--- config.mk ---
export PLATFORM = sky130hd
export DESIGN_NAME = bus_t0_codec
export DESIGN_NICKNAME = d
export VERILOG_FILES = /design/src/rtl/bus_t0_codec_pkg.sv /design/src/rtl/bus_t0_codec_dec.sv /design/src/rtl/bus_t0_codec.sv
export SDC_FILE = /design/constraint.sdc
export NUM_CORES = 1
export LEC_CHECK = 0
export CORE_MARGIN = 5
export CORE_UTILIZATION = 40
export CTS_CLUSTER_SIZE = 30
export DETAILED_ROUTE_END_ITERATION = 7
export PLACE_DENSITY = 0.67
export REMOVE_ABC_BUFFERS = 1
export SYNTH_ARGS = -nofsm -noshare
export SYNTH_HDL_FRONTEND = slang
export SYNTH_SLANG_ARGS = --single-unit
--- constraint.sdc ---
create_clock -name ck -period 3.6 [get_ports ck]
set_input_delay 0.72 -clock ck [delete_from_list [all_inputs] [get_ports ck]]
set_output_delay 0.72 -clock ck [all_outputs]
set_load 0.1 [all_outputs]
--- src/rtl/bus_t0_codec_pkg.sv ---
// Shared constants and wrap arithmetic for the T0 bus codec (encoder and decoder).
package bus_t0_pkg;

  localparam int DEF_WIDTH  = 8;
  localparam int DEF_STRIDE = 1;
  localparam int DEF_ACT_W  = 16;
  localparam int MAX_W      = 64;

  // Callers truncate the result to their own WIDTH, which yields the mod 2^WIDTH wrap.
  function automatic logic [MAX_W-1:0] next_seq(input logic [MAX_W-1:0] addr,
                                                input logic [MAX_W-1:0] stride);
    return addr + stride;
  endfunction

endpackage

--- src/rtl/bus_t0_codec_dec.sv ---
// T0 decoder register stage: rebuilds the address from bus + INC; usable stand-alone at a bus receiver.
module bus_t0_dec
  import bus_t0_pkg::*;
#(
  parameter int WIDTH  = DEF_WIDTH,
  parameter int STRIDE = DEF_STRIDE
) (
  input  logic             ck,
  input  logic             rst,
  input  logic             valid_i,
  input  logic             inc_i,
  input  logic [WIDTH-1:0] bus_i,
  output logic [WIDTH-1:0] dec_o,
  output logic             dec_valid_o
);

  logic [WIDTH-1:0] dec_q, dec_d;
  logic             valid_q;

  always_comb begin
    dec_d = dec_q;
    if (valid_i) begin
      dec_d = inc_i ? WIDTH'(next_seq(MAX_W'(dec_q), MAX_W'(STRIDE))) : bus_i;
    end
  end

  always_ff @(posedge ck) begin
    if (rst) begin
      dec_q   <= '0;
      valid_q <= 1'b0;
    end else begin
      dec_q   <= dec_d;
      valid_q <= valid_i;
    end
  end

  assign dec_o       = dec_q;
  assign dec_valid_o = valid_q;

endmodule

--- src/rtl/bus_t0_codec.sv ---
// T0 (zero-transition) address bus encoder with loop-back decoder.
// Optional switching-activity counter on {inc_out,bus_out}: define BUS_T0_CODEC_ACT_EN.
module bus_t0_codec
  import bus_t0_pkg::*;
#(
  parameter int WIDTH  = DEF_WIDTH,
  parameter int STRIDE = DEF_STRIDE
`ifdef BUS_T0_CODEC_ACT_EN
  , parameter int ACT_W = DEF_ACT_W
`endif
) (
  input  logic             ck,
  input  logic             rst,
  input  logic             in_valid,
  input  logic [WIDTH-1:0] a_in,
  input  logic             t0_en,
  output logic [WIDTH-1:0] bus_out,
  output logic             inc_out,
  output logic             enc_valid,
  output logic [WIDTH-1:0] dec_out,
  output logic             dec_valid
`ifdef BUS_T0_CODEC_ACT_EN
  , output logic [ACT_W-1:0] act_cnt
`endif
);

  logic [WIDTH-1:0] prev_q, prev_d;
  logic [WIDTH-1:0] bus_q, bus_d;
  logic             have_prev_q, have_prev_d;
  logic             inc_q, inc_d;
  logic             enc_valid_q;
  logic             seq;

  // NOTE: every _d gets its hold value first, so no path can leave one unassigned and infer a latch.
  always_comb begin
    prev_d      = prev_q;
    have_prev_d = have_prev_q;
    bus_d       = bus_q;
    inc_d       = inc_q;
    seq = have_prev_q & t0_en & (a_in == WIDTH'(next_seq(MAX_W'(prev_q), MAX_W'(STRIDE))));
    if (in_valid) begin
      prev_d      = a_in;
      have_prev_d = 1'b1;
      inc_d       = seq;
      bus_d       = seq ? bus_q : a_in;
    end
  end

  // NOTE: rst is tested first inside the clocked block, so it is synchronous and overrides in_valid.
  always_ff @(posedge ck) begin
    if (rst) begin
      prev_q      <= '0;
      have_prev_q <= 1'b0;
      bus_q       <= '0;
      inc_q       <= 1'b0;
      enc_valid_q <= 1'b0;
    end else begin
      // NOTE: non-blocking so every register samples pre-edge values regardless of statement order.
      prev_q      <= prev_d;
      have_prev_q <= have_prev_d;
      bus_q       <= bus_d;
      inc_q       <= inc_d;
      enc_valid_q <= in_valid;
    end
  end

  assign bus_out   = bus_q;
  assign inc_out   = inc_q;
  assign enc_valid = enc_valid_q;

  bus_t0_dec #(
    .WIDTH  (WIDTH),
    .STRIDE (STRIDE)
  ) u_dec (
    .ck          (ck),
    .rst         (rst),
    .valid_i     (enc_valid_q),
    .inc_i       (inc_q),
    .bus_i       (bus_q),
    .dec_o       (dec_out),
    .dec_valid_o (dec_valid)
  );

`ifdef BUS_T0_CODEC_ACT_EN
  logic [ACT_W-1:0] act_q, act_d;
  logic [WIDTH:0]   flips;
  logic [ACT_W:0]   sum;

  // One spare sum bit detects overflow; the counter then sticks at all-ones.
  always_comb begin
    flips = {inc_d, bus_d} ^ {inc_q, bus_q};
    sum   = {1'b0, act_q};
    for (int i = 0; i <= WIDTH; i++) begin
      sum = sum + (ACT_W+1)'(flips[i]);
    end
    act_d = act_q;
    if (in_valid) begin
      act_d = sum[ACT_W] ? '1 : sum[ACT_W-1:0];
    end
  end

  always_ff @(posedge ck) begin
    if (rst) begin
      act_q <= '0;
    end else begin
      act_q <= act_d;
    end
  end

  assign act_cnt = act_q;
`endif

endmodule

==> flow_metrics.py <==
metrics = {
    "setup_path": {
        "critPathKind": "reg2out",
        "critPathRequiredTime_ns": 2.88,
        "cpPeakStageDelay_ns": 1.16,
        "crit_start": "u_dec.dec_o[4]",
        "cp_top_family": "buffers and inverters",
        "cp_max_fo": 5,
        "start_kind": "register",
        "endpoint": "dec_out[4]",
        "cp.depth": 1,
        "crit_path_end_kind": "output pin",
        "r2r-end": "bus_out[3]",
        "r2r-start": "prev_q[0]",
        "cp_slowest_cell": "clkdlybuf4s50_1",
        "cp_num_buf_inv": 1,
        "cp_data_arrival_time_ns": 1.95,
        "crit_chain": "clkdlybuf4s50_1",
        "ff2ff_path_depth": 6,
        "r2r_setup_slack_ns": 1.28,
    },
    "placement": {
        "dp.cells": 251,
        "gp_congestion": 0.7498,
        "portBuffers": 30,
        "dpl-instance-area_sq_um": 1797,
        "hpwl_microns": 2758,
        "post-place-ws_ns": 0.7711,
    },
    "cts": {
        "root_buffer": "clkbuf_4",
        "clock_sinks": 28,
        "clk_pin_slew_ns": 0.15,
        "ctsResizeCount": 0,
        "post_cts_buffers": 0,
        "ctsHoldBuffers": 0,
        "clock_latency_ns": 0.34,
        "h-tree-depth": 1,
        "cts_tree": "yes",
        "cts_buffers": 3,
        "cts_buffer_depth": 2,
    },
    "global_routing": {
        "grt_pass1_vias": 1320,
        "antenna_found_initial": 0,
        "grt_use_total": 0.1456,
        "grt_pass1_wl_microns": 5968,
        "grt_remaining_overflow": 0,
        "grt_max_degree": 19,
    },
    "hold_path": {
        "hp-class": "reg2reg",
        "holdPathStages": 2,
    },
    "status": {
        "status": "finished, final reports clean",
    },
    "floorplanning": {
        "die_w_microns": 70.08,
        "initial_utilization": 0.4227,
        "fp.coreArea_sq_um": 3416,
        "rows": 21,
        "die-area_sq_um": 4911,
        "dieHeight_microns": 70.08,
        "io_pins": 31,
    },
    "cells_and_area": {
        "final_cells": 254,
        "num_antenna_cells": 0,
        "syn2layout_area_growth_pct": 26.00,
        "final.fill_count": 323,
        "drive_above_1_share": 0.05288,
        "finalInstanceArea_sq_um": 1819,
        "multi_input_area_sq_um": 853.3,
        "finish.utilization": 0.5326,
        "register_area_sq_um": 560.5,
        "fin_nets": 224,
    },
    "synth": {
        "yosysWarnings": 0,
        "synthesis.area_sq_um": 1444,
        "synth.distinct_cells": 37,
        "synth_top_area_cell": "dfxtp_1",
        "synth_commonest_cells": "nand2_1 (39), dfxtp_1 (28), nor2_1 (21)",
        "synth_most_common_cell": "nand2_1",
        "syn_area_per_cell_sq_um": 8.112,
        "syn_inst": 178,
        "synthFlopType": "dfxtp_1",
        "synth_edf_count": 0,
        "synth.area.top_cells": "dfxtp_1 (39%), nand2_1 (10%), mux2i_1 (6.9%)",
        "synth_seq_cells": 28,
        "async_reset_ff_frac": 0,
        "yosysTopAreaCellShare": 0.3882,
        "yosysSeqAreaShare": 0.3882,
    },
    "power_and_ir_drop": {
        "p_leak_nw": 0.6577,
        "power.switching_uw": 224.8,
        "p_per_area_nw_per_um2": 354.8,
        "combPwrFrac": 0.263,
        "p_total_uw": 645.5,
        "vdd_drop_max_mv": 0.1628,
        "p_sw_frac": 0.3483,
        "p_int_uw": 420.7,
        "clkPwrFrac": 0.206,
        "pwr-share-seq": 0.531,
    },
    "sta": {
        "timing.hold.ws_ns": 0.4993,
        "setup-tns-final_ns": 0,
        "drv_slew": 0,
        "grt_setup_unrepaired": "no",
        "worst_slew_pin_slew_ns": 0.9839,
        "finalClockSkew_ns": 0.01153,
        "slew_headroom": 0.3420,
        "setup-violations-final": 0,
        "setup_ws_ns": 0.9337,
        "finalCritPeriodShare": 0.7406,
        "finalHoldViolCount": 0,
        "max_freq_mhz": 375.1,
        "period_needed_ns": 2.666,
    },
    "detailed_routing": {
        "ant_nets": 0,
        "dr_total_vias": 1412,
        "wire_per_inst_microns": 14.41,
        "drt_pass1_iterations": 4,
        "totalWireLength_microns": 3660,
        "vias_per_cell": 5.559,
        "drc": 0,
        "drt_iter0_drc": 97,
    },
    "flow_run": {
        "max_cap_violations": 0,
    },
}
## worst min-delay path by stage
stage              startpoint              to  slack [ns]
6_report       u_dec.dec_o[7]  u_dec.dec_o[7]        0.50
3_3_place_gp   u_dec.dec_o[7]  u_dec.dec_o[7]        0.45
4_1_cts        u_dec.dec_o[7]  u_dec.dec_o[7]        0.50
3_5_place_dp   u_dec.dec_o[7]  u_dec.dec_o[7]        0.48
2_1_floorplan     have_prev_q     have_prev_q        0.43
5_1_grt        u_dec.dec_o[7]  u_dec.dec_o[7]        0.55
## kinds of logic (layout without fill, tap and decap cells)
kind of cell | Yosys count | after routing | synth area share
AOI/OAI and AO/OA | 35 | 35 | 0.1699
xor gates and xnor gates | 12 | 12 | 0.07279
adders and majority gates | 2 | 2 | 0.01733
buffers and inverters | 8 | 38 | 0.02080
DFF | 28 | 28 | 0.3882
muxes | 10 | 10 | 0.06933
and+or+nand+nor | 83 | 83 | 0.2617
## state kept, by name, indices dropped and copies added (netlist names)
name	flops
u_dec.dec_o	8
inc_out	1
have_prev_q	1
enc_valid	1
u_dec.dec_valid_o	1
prev_q	8
bus_out	8
## final cells by class
cell class | instances | share of cell area
Sequential cell | 28 | 0.3081
Multi-Input combinational cell | 142 | 0.4691
Inverter | 2 | 0.004127
Tap cell | 46 | 0.03164
Clock buffer | 3 | 0.01238
Timing Repair Buffer | 33 | 0.1747
## placed cells by master (no fill, tap or decap), drive strengths merged, types with 3 or more instances in the layout
cell type,instances
mux2i,10
xnor2,6
nor2,21
nand3,5
o21ai,7
xor2,6
a22oi,5
buf,5
clkdlybuf4s50,28
clkbuf,3
o221ai,7
a21oi,5
nor2b,3
dfxtp,28
nand2,39
## routing by layer
layer | routed length (microns) | up-vias | global-route usage
li1 | - | 696 | -
met1 | 1669 | 666 | 0.1828
met2 | 1768 | 46 | 0.2487
met3 | 184 | 4 | 0.02296
met4 | 38 | 0 | 0.05532
met5 | 0 | - | 0
## power groups by stage
stage | combinational, mW | sequential [mW] | clock (mW)
3_3_place_gp | 0.167 | 0.348 | 0
6_report | 0.170 | 0.342 | 0.133
3_5_place_dp | 0.170 | 0.349 | 0
5_1_grt | 0.180 | 0.345 | 0.148
4_1_cts | 0.170 | 0.342 | 0.137
2_1_floorplan | 0.0505 | 0.413 | 0
No activity file was read; power rests on OpenSTA's default activity.
